### src/rtl/io_responder_pkg.sv
// io_responder_pkg: memory-map constants and 7-segment glyph table shared with the processor
package io_responder_pkg;
  localparam logic [31:0] ADDR_IO_BASE = 32'hF000_0000;
  localparam logic [31:0] ADDR_HEX     = 32'hF000_0000;
  localparam logic [31:0] ADDR_LEDR    = 32'hF000_0004;
  localparam logic [31:0] ADDR_LEDG    = 32'hF000_0008;
  localparam logic [31:0] ADDR_KEY     = 32'hF000_0010;
  localparam logic [31:0] ADDR_SW      = 32'hF000_0014;
  localparam logic [31:0] ADDR_KEYEVT  = 32'hF000_0018;
  typedef logic [6:0] seg_t;
  // Active-low segments, bit0=a .. bit6=g, glyphs 0-9 then A b C d E F
  localparam seg_t SEG_GLYPH [16] = '{
    7'h40, 7'h79, 7'h24, 7'h30, 7'h19, 7'h12, 7'h02, 7'h78,
    7'h00, 7'h10, 7'h08, 7'h03, 7'h46, 7'h21, 7'h06, 7'h0E
  };
endpackage

### src/rtl/io_responder_if.sv
// io_responder_if: processor data-bus port into the memory-mapped I/O block
interface io_responder_if #(parameter int DBITS = 32) ();
  logic [DBITS-1:0] addrIn;
  logic             wrtEn;
  logic [DBITS-1:0] dataIn;
  logic [DBITS-1:0] dataOut;
  logic             hit;
  modport master (output addrIn, wrtEn, dataIn, input dataOut, hit);
  modport slave  (input addrIn, wrtEn, dataIn, output dataOut, hit);
endinterface

### src/rtl/seven_seg_decoder.sv
// seven_seg_decoder: hex nibble to active-low 7-segment pattern
module seven_seg_decoder
  import io_responder_pkg::*;
(
  input  logic [3:0] nib,
  output seg_t       seg
);
  assign seg = SEG_GLYPH[nib];
endmodule

### src/rtl/io_responder.sv
// io_responder: memory-mapped HEX/LED outputs plus synchronized, debounced KEY/SW inputs
module io_responder
  import io_responder_pkg::*;
#(
  parameter logic [31:0] DEBOUNCE_CYCLES = 32'd50000,
  parameter int          DBITS           = 32
) (
  input  logic           clk,
  input  logic           reset,
  io_responder_if.slave  bus,
  input  logic [3:0]     KEY,
  input  logic [9:0]     SW,
  output logic [9:0]     LEDR,
  output logic [7:0]     LEDG,
  output logic [6:0]     HEX0,
  output logic [6:0]     HEX1,
  output logic [6:0]     HEX2,
  output logic [6:0]     HEX3
);
  localparam int NB = 14;
  localparam int CW = (DEBOUNCE_CYCLES > 1) ? $clog2(DEBOUNCE_CYCLES) : 1;
  localparam logic [CW-1:0] CMAX = CW'(DEBOUNCE_CYCLES - 1);
  logic [NB-1:0] sync1_q, sync2_q, deb_q, deb_d;
  logic [CW-1:0] cnt_q [NB];
  logic [CW-1:0] cnt_d [NB];
  logic [15:0]   hex_q, hex_d;
  logic [9:0]    ledr_q, ledr_d;
  logic [7:0]    ledg_q, ledg_d;
  logic [3:0]    keyevt_q, keyevt_d;
  logic          m_hex, m_ledr, m_ledg, m_key, m_sw, m_evt, we;
  logic          unused_bits;
  assign unused_bits = ^bus.dataIn;
  // Counter clears at CMAX, so it never exceeds 2^CW-1 and cannot wrap
  for (genvar i = 0; i < NB; i++) begin : g_deb
    assign deb_d[i] = (sync2_q[i] != deb_q[i] && cnt_q[i] == CMAX) ? sync2_q[i] : deb_q[i];
    assign cnt_d[i] = (sync2_q[i] == deb_q[i] || cnt_q[i] == CMAX) ? '0 : cnt_q[i] + 1'b1;
  end
  always_comb begin
    m_hex  = bus.addrIn == DBITS'(ADDR_HEX);
    m_ledr = bus.addrIn == DBITS'(ADDR_LEDR);
    m_ledg = bus.addrIn == DBITS'(ADDR_LEDG);
    m_key  = bus.addrIn == DBITS'(ADDR_KEY);
    m_sw   = bus.addrIn == DBITS'(ADDR_SW);
    m_evt  = bus.addrIn == DBITS'(ADDR_KEYEVT);
    we     = bus.wrtEn;
    bus.hit = m_hex | m_ledr | m_ledg | m_key | m_sw | m_evt;
    bus.dataOut = m_hex  ? DBITS'(hex_q)
                : m_ledr ? DBITS'(ledr_q)
                : m_ledg ? DBITS'(ledg_q)
                : m_key  ? DBITS'(deb_q[3:0])
                : m_sw   ? DBITS'(deb_q[13:4])
                : m_evt  ? DBITS'(keyevt_q)
                : '0;
    hex_d  = (we && m_hex)  ? bus.dataIn[15:0] : hex_q;
    ledr_d = (we && m_ledr) ? bus.dataIn[9:0]  : ledr_q;
    ledg_d = (we && m_ledg) ? bus.dataIn[7:0]  : ledg_q;
    // A press landing on the same edge as its clear keeps the bit set
    keyevt_d = (keyevt_q & ~((we && m_evt) ? bus.dataIn[3:0] : 4'h0)) | (deb_d[3:0] & ~deb_q[3:0]);
  end
  always_ff @(posedge clk or posedge reset) begin
    if (reset) begin
      sync1_q  <= '0;
      sync2_q  <= '0;
      deb_q    <= '0;
      for (int k = 0; k < NB; k++) cnt_q[k] <= '0;
      hex_q    <= '0;
      ledr_q   <= '0;
      ledg_q   <= '0;
      keyevt_q <= '0;
    end else begin
      sync1_q  <= {SW, ~KEY};
      sync2_q  <= sync1_q;
      deb_q    <= deb_d;
      cnt_q    <= cnt_d;
      hex_q    <= hex_d;
      ledr_q   <= ledr_d;
      ledg_q   <= ledg_d;
      keyevt_q <= keyevt_d;
    end
  end
  assign LEDR = ledr_q;
  assign LEDG = ledg_q;
  seven_seg_decoder u_hex0 (.nib(hex_q[3:0]),   .seg(HEX0));
  seven_seg_decoder u_hex1 (.nib(hex_q[7:4]),   .seg(HEX1));
  seven_seg_decoder u_hex2 (.nib(hex_q[11:8]),  .seg(HEX2));
  seven_seg_decoder u_hex3 (.nib(hex_q[15:12]), .seg(HEX3));
endmodule

### src/flat_wrapper.sv
// flat-port wrapper written by rule: the top's interface ports become plain ports
module io_responder_flat import io_responder_pkg::*;
#(
  parameter logic [31:0] DEBOUNCE_CYCLES = 32'd50000,
  parameter int          DBITS           = 32
)
  (clk, reset, KEY, SW, LEDR, LEDG, HEX0, HEX1, HEX2, HEX3, bus_addrIn, bus_wrtEn, bus_dataIn, bus_dataOut, bus_hit);
  io_responder_if #(.DBITS(DBITS)) bus_i ();
  input  logic clk;
  input  logic reset;
  input  logic [3:0] KEY;
  input  logic [9:0] SW;
  output logic [9:0] LEDR;
  output logic [7:0] LEDG;
  output logic [6:0] HEX0;
  output logic [6:0] HEX1;
  output logic [6:0] HEX2;
  output logic [6:0] HEX3;
  input wire logic [$bits(bus_i.addrIn)-1:0] bus_addrIn;
  input wire logic [$bits(bus_i.wrtEn)-1:0] bus_wrtEn;
  input wire logic [$bits(bus_i.dataIn)-1:0] bus_dataIn;
  output wire logic [$bits(bus_i.dataOut)-1:0] bus_dataOut;
  output wire logic [$bits(bus_i.hit)-1:0] bus_hit;
  assign bus_i.addrIn = bus_addrIn;
  assign bus_i.wrtEn = bus_wrtEn;
  assign bus_i.dataIn = bus_dataIn;
  assign bus_dataOut = bus_i.dataOut;
  assign bus_hit = bus_i.hit;
  io_responder #(.DEBOUNCE_CYCLES(DEBOUNCE_CYCLES), .DBITS(DBITS)) u_core (.clk(clk), .reset(reset), .bus(bus_i), .KEY(KEY), .SW(SW), .LEDR(LEDR), .LEDG(LEDG), .HEX0(HEX0), .HEX1(HEX1), .HEX2(HEX2), .HEX3(HEX3));
endmodule
### config.mk
export PLATFORM = sky130hd
export DESIGN_NAME = io_responder_flat
export DESIGN_NICKNAME = d
export VERILOG_FILES = /design/src/rtl/io_responder_pkg.sv /design/src/rtl/io_responder_if.sv /design/src/rtl/seven_seg_decoder.sv /design/src/rtl/io_responder.sv /design/src/flat_wrapper.sv
export SDC_FILE = /design/constraint.sdc
export NUM_CORES = 1
export LEC_CHECK = 0
export CAP_MARGIN = 40
export CORE_UTILIZATION = 35
export DETAILED_ROUTE_END_ITERATION = 8
export PLACE_DENSITY = 0.55
export SYNTH_ARGS = -nofsm -noshare
export SYNTH_HDL_FRONTEND = slang
export SYNTH_HIERARCHICAL = 1
export SYNTH_SLANG_ARGS = --single-unit
### constraint.sdc
create_clock -name clk -period 11.2 [get_ports clk]
set_input_delay 2.24 -clock clk [delete_from_list [all_inputs] [get_ports clk]]
set_output_delay 2.24 -clock clk [all_outputs]
set_load 0.02 [all_outputs]
==> metrics, run 1 <==
DRT antenna net count=0; largest net degree at the start of global routing=182; critical path fanouts, max=15; setup violators final=0; area share of the largest cell type after synthesis=0.486; I/O pin cnt=160; global-route wire length before repair=approximately 58000 um; number of vias per cell=5.02; commonest cells after routing, fill and taps aside=304 x dfrtp_1, 226 x nor2_1, 127 x clkdlybuf4s50_1; Worst Path Arrival=roughly 5.6 ns; share of cells above drive strength 1=0.0898; FF-to-FF Start=u_core/cnt_q[28]; Final period util=0.698; Area growth, synth to finish=19.7%; drc violations=0; Sink Count=a little over 300; Max VDD drop=roughly 0.11 mV; vias in the first global route=about 11000; FF-to-FF End=u_core/cnt_q[22]; commonest non-fill, non-tap cell in the layout=dfrtp_1; synth warn=6; Tightest Pin Transition=1.07 ns; RSZ-0062 raised after global routing=false; final wirelength=35000 um; Power Dens Cells=about 130 nW/um2; vias=roughly 11000; Post-CTS Setup Bufs=0; Yosys cell types=between 60 and 70; total core area=about 44000 um2; post-DP HPWL=about 24000 um; FF+latch count, synth=304; Crit. End Element=primary output; Root Buffer=clkbuf_16; Num CTS Buffers=36; Die W=about 210 um; per-cell routed wire length=15.3 um; Hold Startpoint=u_core/sync1_q[4]; IO Port Bufs=around 130; Max Cap Viol=0; global route overflow=0; Static Leak=~7.8 nW; Synth area leader=dfrtp_1; Hold Fails Final Rpt=0; clock-pin slew on the worst setup and hold paths=around 0.060 ns; Slew HR=0.285; die area=about 46000 um2; Setup TNS=0 ns; placer congestion estimate=0.792; starting density of the core=0.355; reg2reg path depth=4; top cells by area, synth=dfrtp_1 49%, nor2_1 5.4%, xnor2_1 5.3%, xor2_1 5.0%, mux2_2 3.7%; Slew Viols, Final=0; Post-synth EDFFs=0; asr flop ratio synth=1.00; initial antenna violation count=2; Mean Syn Cell Area=approximately 10 um2; H-Tree Depth=2; post-synthesis sequential area ratio=0.486; Final #Nets=~1800; Hold Crit Class=reg2reg; end point of the critical path=bus_dataOut[3]; Clock Skews=~0.015 ns; CTS Hold Bufs=0; reg-to-reg slack, setup=a little over 9 ns; Detailed Route Iter0 Violations=588; WS Path Type=in2out; row count=between 70 and 80; Tmin final=~8 ns; hold slack final=between 0.3 and 0.4 ns; CP Launch Type=input pin; Synth Flop Type=dfrtp_1; CTS resizes=0; die height=between 200 and 250 um; CTS tree=yes; Data required, critical path=8.96 ns; Setup crit start=bus_addrIn[4]; clock buffer depth=3; Synth Instances=approximately 1500; 1st-pass router iterations=5; status=complete, no violations; Fmax=128 MHz; later-pin clock latency in the skew report=about 0.52 ns; Total GRT Usage=0.158; Post-Syn Area=between 15000 and 20000 um2; fillcell total=around 4300
==> synthesized netlist by cell type (all sizes together), types with 9 or more instances <==
master and number:
dfrtp 304, nor2 226, nand3 100, xnor2 95, xor2 90, nand2 80, nand4 60, inv 53
mux2 52, nor4 45, ha 42, a21oi 39, and3 38, o21ai 35, clkbuf 33, nor3 31
buf 27, or3 26, mux2i 21, and4 20, nor4bb 13, nor4b 12, a22o 9, o41ai 9
==> logic make-up after synthesis <==
| logic type | count (synthesis) | share of synthesized area |
|---|---|---|
| AND/OR/NAND/NOR | 690 | 0.232 |
| flip-flops | 304 | 0.486 |
| other | 1 | 0.000240 |
| XOR/XNOR | 185 | 0.104 |
| AO/OA/AOI/OAI | 121 | 0.0523 |
| buffers and inverters | 113 | 0.0338 |
| multiplexers | 77 | 0.0578 |
| adder cells (fa/ha/maj) | 42 | 0.0336 |
==> worst max-delay path, cell delays in order <==
cell             delay, ns
clkdlybuf4s50_1       0.85
nor3_1                0.88
and2_1                0.36
nand2_1               0.08
a221oi_1              0.46
clkdlybuf4s50_1       0.70
==> report_power, final <==
| group | switching (mW) | leakage [nW] | internal, mW |
|---|---|---|---|
| combinational | 0.0652 | 3.07 | 0.0406 |
| sequential | 0.0153 | 4.13 | 1.12 |
| clock | 0.464 | 0.582 | 0.710 |
| total | 0.544 | 7.78 | 1.87 |
==> registers in the layout, summed over array words and instances, names as in the netlist <==
signal,cells
u_core/keyevt_q,4
u_core/sync2_q,14
u_core/LEDG,8
u_core/deb_q,14
u_core/LEDR,10
u_core/hex_q,16
u_core/sync1_q,14
u_core/cnt_q,224
==> how the worst min path moves through the flow <==
| stage | depth (start not counted) | endpoint | slack (ns) |
|---|---|---|---|
| finish | 0 | u_core/sync2_q[4] | 0.35 |
| global route | 0 | u_core/sync2_q[8] | 0.36 |
| detailed placement | 0 | u_core/sync2_q[13] | 0.34 |
| floorplan | 0 | u_core/sync2_q[0] | 0.33 |
| global placement | 0 | u_core/sync2_q[2] | 0.33 |
| CTS | 0 | u_core/sync2_q[6] | 0.35 |
==> through the flow <==
step | cell area [um2] | worst slack, ns | instances | total power [mW] | utilization
after floorplan | 15700 | 0.557 | 1548 | 1.21 | -
after CTS | 18700 | 3.46 | 2284 | 2.45 | 0.424
after global routing | 18700 | 3.31 | 2285 | 2.51 | 0.424
final | 18700 | 3.38 | 2286 | 2.41 | 0.424
after global placement | 17500 | 3.51 | 2216 | 1.26 | 0.396
after detailed placement | 17500 | 3.49 | 2220 | 1.26 | 0.397
==> routing by layer <==
layer / vias to the layer above / part of all wire / track usage
li1: 5641 / - / -
met3: 35 / 0.051 / 0.0378
met1: 5619 / 0.49 / 0.222
met4: 2 / 0.016 / 0.0365
met2: 178 / 0.45 / 0.244
met5: - / 0.00031 / 0
==> cell type report <==
class / count / area [um2] / area share
timing repair buffer: 140 / 1410 / 0.0750
tap: 592 / 741 / 0.0396
sequential: 304 / 7610 / 0.406
clock inverter: 12 / 135 / 0.00722
antenna: 2 / 5.00 / 0.000267
inverter: 53 / 206 / 0.0110
clock buffer: 52 / 1060 / 0.0568
multi-input combinational: 1131 / 7560 / 0.404
(Power assumes the default switching activity.)
==> run 2, diff against run 1 <==
--- a/config.mk
+++ b/config.mk
@@ -8,7 +8,7 @@
 export CAP_MARGIN = 40
 export CORE_UTILIZATION = 35
 export DETAILED_ROUTE_END_ITERATION = 8
-export PLACE_DENSITY = 0.55
+export PLACE_DENSITY = 0.53
 export SYNTH_ARGS = -nofsm -noshare
 export SYNTH_HDL_FRONTEND = slang
 export SYNTH_HIERARCHICAL = 1
==> constraint.sdc (replaced) <==
create_clock -name clk -period 7.8 [get_ports clk]
set_input_delay 1.56 -clock clk [delete_from_list [all_inputs] [get_ports clk]]
set_output_delay 1.56 -clock clk [all_outputs]
set_load 0.02 [all_outputs]
==> run 2 against run 1 <==
Power increased by 43%. Wire length increased by 0.93%. Worst setup slack worse by 1.6 ns. Clock skew down 0.0026 ns. Global-route usage is 0.10 points higher. Sequential share of layout area about the same. Highest routed layer unchanged.
==> metrics, run 2 (synthesis results as in run 1) <==
Max Cap Viol=0 (unchanged); hold depth=0 (unchanged); per-cell routed wire length=15.5 um (was 15.3 um); number of vias per cell=4.98 (was 5.02); Root Buffer=clkbuf_16 (unchanged); RSZ-0062 raised after global routing=false (unchanged); Detailed Route Iter0 Violations=557 (was 588); reg2reg path depth=5 (was 4); initial antenna violation count=3 (was 2); later-pin clock latency in the skew report=0.53 ns (was 0.52 ns); vias in the first global route=11051 (was 11353); Tmin final=6.07 ns; NetSw=0.762 mW (was 0.544 mW); placed cell area=17500 um2 (about the same); Max VDD drop=0.193 mV (was 0.113 mV); Hold Startpoint=u_core/sync1_q[2] (was u_core/sync1_q[4]); sequential share of power=0.471 (was 0.469); FF-to-FF Start=u_core/cnt_q[124] (was u_core/cnt_q[28]); most flop-heavy register=u_core/cnt_q (unchanged); DRT antenna net count=0 (unchanged); hold slack final=0.345 ns (was 0.347 ns); Area growth, synth to finish=19.8% (was 19.7%); starting density of the core=0.355 (unchanged); final wirelength=35400 um (was 35000 um); vias=11377 (was 11475); Final #Nets=1791 (was 1789); drc violations=0 (unchanged); FF-to-FF End=u_core/cnt_q[117] (was u_core/cnt_q[22]); die height=213 um (unchanged); internal power=2.68 mW (was 1.87 mW); I/O pin cnt=160 (unchanged); Hold Fails Final Rpt=0 (unchanged); total core area=44100 um2 (unchanged); total power=3.45 mW (was 2.41 mW); Crit. End Element=primary output (unchanged); WS Path Type=in2out (unchanged); die area=45500 um2 (unchanged); Final period util=0.778; top flop regs=u_core/cnt_q: 224 flops, u_core/hex_q: 16 flops (unchanged); max reg flops=224 (unchanged); Post-CTS Setup Bufs=0 (unchanged); Hold Path Sink=u_core/sync2_q[2] (was u_core/sync2_q[4]); Setup TNS=0 ns (unchanged); setup violators final=0 (unchanged); Die W=213 um (unchanged); Cell Chain, Critical Path=clkdlybuf4s50_1 -> nor4b_2 -> o21ai_0 -> a22o_1 -> a21oi_1 -> clkdlybuf4s50_1 (was clkdlybuf4s50_1 -> nor3_1 -> and2_1 -> nand2_1 -> a221oi_1 -> clkdlybuf4s50_1); global route overflow=0 (unchanged); share of cells above drive strength 1=0.0921 (was 0.0898); IO Port Bufs=127 (unchanged); 1st-pass router iterations=4 (was 5); CP Launch Type=input pin (unchanged); Power Dens Cells=184 nW/um2 (was 129 nW/um2); Tightest Pin Transition=0.822 ns (was 1.07 ns); Worst Path Arrival=4.51 ns (was 5.58 ns); Clock Skews=0.0125 ns (was 0.0151 ns); clock buffer depth=3 (unchanged); Worst path most repeated cell=clkdlybuf4s50_1 (unchanged); CTS resizes=0 (unchanged); status=complete, no violations (unchanged); placer congestion estimate=0.815 (was 0.792); Final Core Density=0.425 (was 0.424); commonest cells after routing, fill and taps aside=304 x dfrtp_1, 226 x nor2_1, 127 x clkdlybuf4s50_1 (unchanged); Comb pwr share=0.044 (about the same); Max stage delay on crit path=0.77 ns (was 0.88 ns); CTS Hold Bufs=0 (unchanged); clock-pin slew on the worst setup and hold paths=0.05 ns (was 0.06 ns); Slew HR=0.450 (was 0.285); fin area=18700 um2 (about the same); Critical Path Slowest Stage Cell=nor4b_2 (was nor3_1); critical path fanouts, max=15 (unchanged); reg-to-reg slack, setup=5.69 ns (was 9.05 ns); Fmax=~160 MHz; Sink Count=304 (unchanged); row count=77 (unchanged); Slew Viols, Final=0 (unchanged); largest net degree at the start of global routing=120 (was 182); Num CTS Buffers=36 (unchanged); global-route wire length before repair=57800 um (was 58400 um); Total GRT Usage=0.159 (was 0.158); CTS tree=yes (unchanged); H-Tree Depth=2 (unchanged); Clk pwr share=0.484 (was 0.487); Data required, critical path=6.24 ns (was 8.96 ns); Static Leak=7.79 nW (was 7.78 nW); commonest non-fill, non-tap cell in the layout=dfrtp_1 (unchanged); post-DP HPWL=24900 um (was 24200 um); Hold Crit Class=reg2reg (unchanged); Sw Share=0.221 (was 0.226)
## run 2: changes by cell type in the layout (fill, tap and decap cells not counted)
cell / delta
buf_12: +2
bufinv_16: -1
inv_8: -2
buf_16: -1
buf_6: +1
diode_2: -1
clkbuf_8: +7
clkbuf_1: -3
clkinv_8: -1
clkbuf_16: -1
## run 2: per-layer routing
metal | routed length (um) | GRT usage | vias up | part of all wire
li1 | - | - | 5641 | -
met2 | 16100 | 0.248 | 187 | 0.45
met5 | 13 | 0 | - | 0.00037
met3 | 1670 | 0.0369 | 45 | 0.047
met1 | 17100 | 0.221 | 5502 | 0.48
met4 | 524 | 0.0384 | 2 | 0.015
## run 2: worst max-delay path: cells and delay by family
| family | cells | cell delay [ns] |
|---|---|---|
| AND/OR/NAND/NOR | 1 | 0.77 |
| AO/OA/AOI/OAI | 3 | 0.77 |
| buffers and inverters | 2 | 1.39 |
## run 2: metrics by stage
| step | cells | worst slack [ns] |
|---|---|---|
| after global placement | 2219 | 1.71 |
| after detailed placement | 2222 | 1.68 |
| after CTS | 2285 | 1.67 |
| after global routing | 2286 | 1.53 |
| after floorplan | 1548 | 2.20 |
| final | 2286 | 1.73 |
## run 2: area by class of cell
| type | count | area (um2) |
|---|---|---|
| inverters | 53 | 203 |
| flip-flops and latches | 304 | 7610 |
| diodes | 1 | 2.50 |
| clock inverters | 8 | 70.1 |
| well taps | 592 | 741 |
| clock buffers | 55 | 1120 |
| fillers | 4282 | 25400 |
| multi-input cells | 1131 | 7560 |
| repair buffers | 142 | 1430 |
## run 2: power by group through the flow
stage	Clock [mW]	Combinational, mW	Sequential, mW
2_1_floorplan	0	0.0935	1.65
3_3_place_gp	0	0.153	1.65
3_5_place_dp	0	0.157	1.65
4_1_cts	1.73	0.158	1.62
5_1_grt	1.79	0.174	1.63
6_report	1.67	0.153	1.62
## run 2: how the worst max path moves through the flow
stage | slack, ns | startpoint | to
floorplan | 2.20 | reset | u_core/LEDG[0]
finish | 1.73 | bus_addrIn[3] | bus_dataOut[4]
detailed placement | 1.68 | bus_addrIn[3] | bus_dataOut[6]
CTS | 1.67 | bus_addrIn[3] | bus_dataOut[4]
global placement | 1.71 | bus_addrIn[3] | bus_dataOut[6]
global route | 1.53 | bus_addrIn[3] | bus_dataOut[6]
==> patch 1, RTL diff (settings of run 2) <==
Take the reset off `keyevt_q` and load it in a clocked block of its own.
--- a/src/rtl/io_responder.sv
+++ b/src/rtl/io_responder.sv
@@ -66,7 +66,6 @@
       hex_q    <= '0;
       ledr_q   <= '0;
       ledg_q   <= '0;
-      keyevt_q <= '0;
     end else begin
       sync1_q  <= {SW, ~KEY};
       sync2_q  <= sync1_q;
@@ -75,8 +74,11 @@
       hex_q    <= hex_d;
       ledr_q   <= ledr_d;
       ledg_q   <= ledg_d;
-      keyevt_q <= keyevt_d;
     end
+  end
+
+  always_ff @(posedge clk) begin
+    keyevt_q <= keyevt_d;
   end
   assign LEDR = ledr_q;
   assign LEDG = ledg_q;
Behaviour: no difference found for any inputs over 10 cycles, from zero or initial values and one cycle with reset high; that may be too few to reach the edited logic, so the function may still have changed.
==> patch 1 against run 2 <==
Count of clock-buffer cells in the layout increased by 2. Wire length is 1.1% higher. Critical path depth stayed put. Synthesized area shrank 0.13%. Sequential cell count unchanged. Final area increased by 0.21%. Largest power group unchanged. Setup slack lost 320 ps. Total power grew 2.2%. Synthesized cell count did not move. Clock skew is 7.9 ps higher. Critical path type unchanged. Clock power rose by 5%. Sequential power is essentially flat.
==> patch 1: results (changes against run 2) <==
Global route
  – Total routing usage reported by global routing: 16.18% (+0.32 points)
  – Number of global-route vias before repair: 11.32k (+2.4%)
  – Wire length of the first global-routing pass: 59.00 mm (+2.1%)

Finish
  – Total number of nets in the final design: 1,794 (+0.17%)
  – Number of antenna repair diodes: 0 (-1)
  – Fill cell instance count of the final layout: 4,337 (+1.3%)

Synthesis
  – Mux share of post-synthesis cell area: 5.790% (+0.0074 points)
  – Top post-synthesis cells by count: sky130_fd_sc_hd__dfrtp_1, sky130_fd_sc_hd__nor2_1, sky130_fd_sc_hd__nand3_1
  – Biggest area contributors in the synthesized netlist: sky130_fd_sc_hd__dfrtp_1, sky130_fd_sc_hd__nor2_1, sky130_fd_sc_hd__xnor2_1
  – Post-synthesis share of cell area spent on full adders, half adders and majority gates: 3.363% (+0.0043 points)
  – XOR/XNOR Fraction of Synth Area: 10.37% (+0.013 points)
  – Synthesized-area fraction occupied by ao, oa, aoi and oai cells: 5.237% (+0.0067 points)
  – Post-synth cell types: 64 (+1.6%)
  – Proportion of synthesized chip area in sequential cells: 48.56% (-0.066 points)
  – Async set-or-reset flop fraction in the synthesized netlist: 98.68% (-1.3 points)

Route
  – Initial DRC count: 626 (+12%)
  – DR pass1 iterations: 5 (+1)
  – Final routed wirelength across all metal layers: 35.75 mm (+1.1%)

Pwr
  – Switching Share: 22.21% (+0.096 points)
  – Leakage power figure: 7.818 nW (+0.38%)
  – Peak ir drop on the vdd network: 151.8 uV (-21%)

Clocking
  – Number of buffers created by CTS: 37 (+2.8%)

Hold path
  – Hold Crit Endpoint: u_core/sync2_q[0]
  – Worst hold start: u_core/sync1_q[0]

Placement
  – Placed Cells incl. Taps: 2,224 (+0.090%)
  – Setup WS pre-CTS: 1446 ps (-235.7 ps)
  – Post-detail-place hpwl: 24.76 mm (-0.43%)
  – Total cell area at the placement stage: 0.01754 mm^2 (about the same)

Worst setup path
  – Setup crit start: bus_addrIn[17]
  – Critical Path Fanout Max: 10 (-5)
  – Reg-to-Reg End: u_core/cnt_q[63]
  – Signal arrival time at the worst endpoint: 4820 ps (+310 ps)
  – Setup slack of the worst register-to-register path: 5630 ps (-60 ps)

Timing
  – Transition time of the tightest slew-check pin: 944.0 ps (+121.9 ps)
  – Final hold slack: 344.7 ps (-0.4820 ps)
  – Final critical-path required period: 6385 ps (+319.5 ps)

Status
  – Outcome: finished clean
==> patch 1: cell count changes after synthesis, sizes merged <==
cell   delta
dfrtp     -4
dfxtp     +4
==> patch 1: worst max-delay path, cell delays in order <==
cell and delay [ps]:
sky130_fd_sc_hd__clkdlybuf4s50_1 400, sky130_fd_sc_hd__nor4b_1 370, sky130_fd_sc_hd__nand4_2 370, sky130_fd_sc_hd__or2_2 550, sky130_fd_sc_hd__a2111oi_2 810, sky130_fd_sc_hd__clkdlybuf4s50_1 750
==> patch 1: cell type report <==
cell class                      instances  area, um^2  share of cell area (%)
Clock buffer                           57        1111                   5.916
Clock inverter                          9       127.6                  0.6795
Inverter                               53       202.7                   1.079
Multi-Input combinational cell       1131        7565                   40.28
Sequential cell                       304        7587                   40.40
Tap cell                              592       740.7                   3.944
Timing Repair Buffer                  144        1446                   7.702
==> patch 1: kinds of logic (layout without fill, tap and decap cells) <==
logic type | after synthesis | in the layout
compound gates | 121 | 121
xor+xnor | 185 | 185
fa+ha+maj | 42 | 42
buf+inv | 113 | 263
flops | 304 | 304
mux | 77 | 77
other cells | 1 | 16
simple gates | 690 | 690
==> patch 1: power by group through the flow <==
| stage | Combinational, mW | Clock, mW | Sequential, mW |
|---|---|---|---|
| after floorplan | 0.0932 | 0 | 1.65 |
| after global placement | 0.153 | 0 | 1.65 |
| after detailed placement | 0.156 | 0 | 1.65 |
| after CTS | 0.157 | 1.81 | 1.62 |
| after global routing | 0.174 | 1.87 | 1.63 |
| final | 0.152 | 1.75 | 1.62 |
==> patch 1: per-layer routing <==
metal / global-route usage, % / share of wire (%)
met5: 0 / 0.036
met4: 4.606 / 2.0
met3: 3.603 / 5.3
met2: 25.11 / 44
met1: 22.54 / 48
==> patch 2, RTL diff (flow settings as in run 2) <==
Without the edit above. `DBITS` is set to 32 in 3 places; all go to 16.
--- a/src/rtl/io_responder_if.sv
+++ b/src/rtl/io_responder_if.sv
@@ -1,5 +1,5 @@
 // io_responder_if: processor data-bus port into the memory-mapped I/O block
-interface io_responder_if #(parameter int DBITS = 32) ();
+interface io_responder_if #(parameter int DBITS = 16) ();
   logic [DBITS-1:0] addrIn;
   logic             wrtEn;
   logic [DBITS-1:0] dataIn;
--- a/src/rtl/io_responder.sv
+++ b/src/rtl/io_responder.sv
@@ -3,7 +3,7 @@
   import io_responder_pkg::*;
 #(
   parameter logic [31:0] DEBOUNCE_CYCLES = 32'd50000,
-  parameter int          DBITS           = 32
+  parameter int          DBITS           = 16
 ) (
   input  logic           clk,
   input  logic           reset,
--- a/src/flat_wrapper.sv
+++ b/src/flat_wrapper.sv
@@ -2,7 +2,7 @@
 module io_responder_flat import io_responder_pkg::*;
 #(
   parameter logic [31:0] DEBOUNCE_CYCLES = 32'd50000,
-  parameter int          DBITS           = 32
+  parameter int          DBITS           = 16
 )
   (clk, reset, KEY, SW, LEDR, LEDG, HEX0, HEX1, HEX2, HEX3, bus_addrIn, bus_wrtEn, bus_dataIn, bus_dataOut, bus_hit);
   io_responder_if #(.DBITS(DBITS)) bus_i ();
Ports: changed (resized bus_addrIn, bus_dataIn and bus_dataOut); port bits go from 160 to 112. No check against the original RTL was run, so the function may have changed too.
==> patch 2 against run 2 <==
Critical path type unchanged. Total power down 0.92%. Final area decreased by 2.7%. Register-to-register slack better by 220 ps. Worst hold slack gained 1.5 ps. Clock skew decreased by 1.1 ps. Sequential power hardly changed. Highest routed layer is now met4. Setup slack got worse by 270 ps. Count of clock-buffer cells in the layout grew 1. Sequential cell count is the same. Synthesized area fell by 2.0%. Combinational power down 18%. Wire length shrank 4.1%.
==> patch 2: results (changes against run 2) <==
Status
  – Outcome: finished clean

Finish
  – Number of antenna repair diodes: 0 (-1)
  – Total number of nets in the final design: 1,682 (-6.1%)
  – Non-filler cells, final: 2,201 (-3.7%)
  – Fill cell instance count of the final layout: 4,216 (-1.5%)
  – Fraction of final layout cells sized beyond drive strength 1: 8.354% (-0.86 points)

Global route
  – Pin count of the biggest net entering global routing: 157 (+31%)
  – Wire length of the first global-routing pass: 57.13 mm (-1.2%)
  – Total routing usage reported by global routing: 15.74% (-0.12 points)
  – Number of global-route vias before repair: 10.98k (-0.66%)
  – Antenna violations before repair: 0 (-3)

Route
  – Post-DR wirelength/cell: 15.40 um (-0.44%)
  – Via density: 5.045 (+1.4%)
  – DR pass1 iterations: 5 (+1)
  – Initial DRC count: 532 (-4.5%)

Hold path
  – Worst hold start: u_core/sync1_q[11]
  – Cells on Worst Hold Path: 0 (unchanged)
  – Hold Crit Endpoint: u_core/sync2_q[11]

Clocking
  – Setup Fix Bufs, Post-CTS: 0 (unchanged)
  – Number of buffers created by CTS: 37 (+2.8%)
  – Number of gates given a new drive strength after cts: 0 (unchanged)

Synthesis
  – Async set-or-reset flop fraction in the synthesized netlist: 100.0% (unchanged)
  – Biggest area contributors in the synthesized netlist: sky130_fd_sc_hd__dfrtp_1, sky130_fd_sc_hd__xnor2_1, sky130_fd_sc_hd__nor2_1
  – Proportion of synthesized chip area in sequential cells: 49.61% (+0.98 points)
  – Mapped Cells: 1,478 (-3.6%)
  – Top post-synthesis cells by count: sky130_fd_sc_hd__dfrtp_1, sky130_fd_sc_hd__nor2_1, sky130_fd_sc_hd__xnor2_1
  – Post-synth cell types: 51 (-19%)

Worst setup path
  – Setup slack of the worst register-to-register path: 5910 ps (+220 ps)
  – Critical Path Fanout Max: 18 (+3)
  – Worst-path cell with the longest stage delay: sky130_fd_sc_hd__nor4_2
  – Max incr delay on CP: 710 ps (-60 ps)
  – Signal arrival time at the worst endpoint: 4780 ps (+270 ps)
  – Launch instance of the worst register-to-register path: u_core/cnt_q[188]
  – Reg-to-Reg End: u_core/cnt_q[191]
  – R2R depth: 4 (-1)

Pwr
  – NetSw: 0.7443 mW (-2.4%)
  – Share of total power in sequential cells: 47.5% (+0.4 points)
  – Leakage power figure: 7.451 nW (-4.3%)
  – Clock group share of total power: 48.8% (+0.4 points)
  – Peak ir drop on the vdd network: 102.1 uV (-47%)

Timing
  – Max-slew headroom at the worst pin: 38.98% (-6.0 points)
  – Clock skew: 11.39 ps (-1.087 ps)
  – Final hold slack: 346.7 ps (+1.527 ps)

Placement
  – Post-detail-place hpwl: 23.41 mm (-5.9%)
  – Setup WS pre-CTS: 1343 ps (-338.8 ps)
  – Placed Cells incl. Taps: 2,137 (-3.8%)
  – Final GP Congestion: 0.8241 (+1.2%)
  – IO buf count: 111 (-13%)
  – Total cell area at the placement stage: 0.01705 mm^2 (-2.8%)
[patch 2: changes by cell type in the layout (fill, tap and decap cells not counted), sizes merged, moves of 5 or more]
cell	change
xnor2	+17
mux2i	+5
nand4	+13
xor2	-20
conb	-16
clkdlybuf4s50	-16
buf	-9
nor4	-10
inv	-17
and4	-13
nor3	+9
nand3	-32
nor4bb	+15
o41ai	-9
[patch 2: cell families after synthesis]
| group | after synthesis | share of synthesized area, % |
|---|---|---|
| multiplexers | 83 | 6.544 |
| adder cells (fa/ha/maj) | 42 | 3.427 |
| AND/OR/NAND/NOR | 677 | 23.17 |
| buffers and inverters | 78 | 2.211 |
| flip-flops | 304 | 49.61 |
| XOR/XNOR | 182 | 10.40 |
| AO/OA/AOI/OAI | 112 | 4.643 |
[patch 2: final cells by class]
class,count,share of cell area (%)
clock inverters,8,0.3773
clock buffers,56,6.139
repair buffers,117,6.496
flip-flops and latches,304,41.70
multi-input cells,1096,40.53
inverters,35,0.7408
well taps,585,4.013
[patch 2: worst max-delay path by stage]
stage / from / endpoint / slack (ps) / cells after the start
after floorplan: reset / u_core/LEDG[0] / 2200 / 1
after global placement: bus_addrIn[8] / bus_dataOut[1] / 1410 / 7
after detailed placement: bus_addrIn[8] / bus_dataOut[0] / 1340 / 7
after CTS: bus_addrIn[8] / bus_dataOut[0] / 1350 / 7
after global routing: bus_addrIn[1] / bus_dataOut[0] / 1270 / 7
final: bus_addrIn[8] / bus_dataOut[0] / 1460 / 7
[patch 2: worst max-delay path, delay by kind of cell]
family | cells | cell delay, ps
buf+inv | 3 | 1350
simple gates | 3 | 1590
compound gates | 1 | 260
[patch 2: routing by layer]
metal	up-vias	share of wire (%)	track usage, %
li1	5450	-	-
met1	5447	50	22.77
met2	159	45	24.24
met3	47	3.1	2.522
met4	0	1.9	4.498
met5	-	0	0
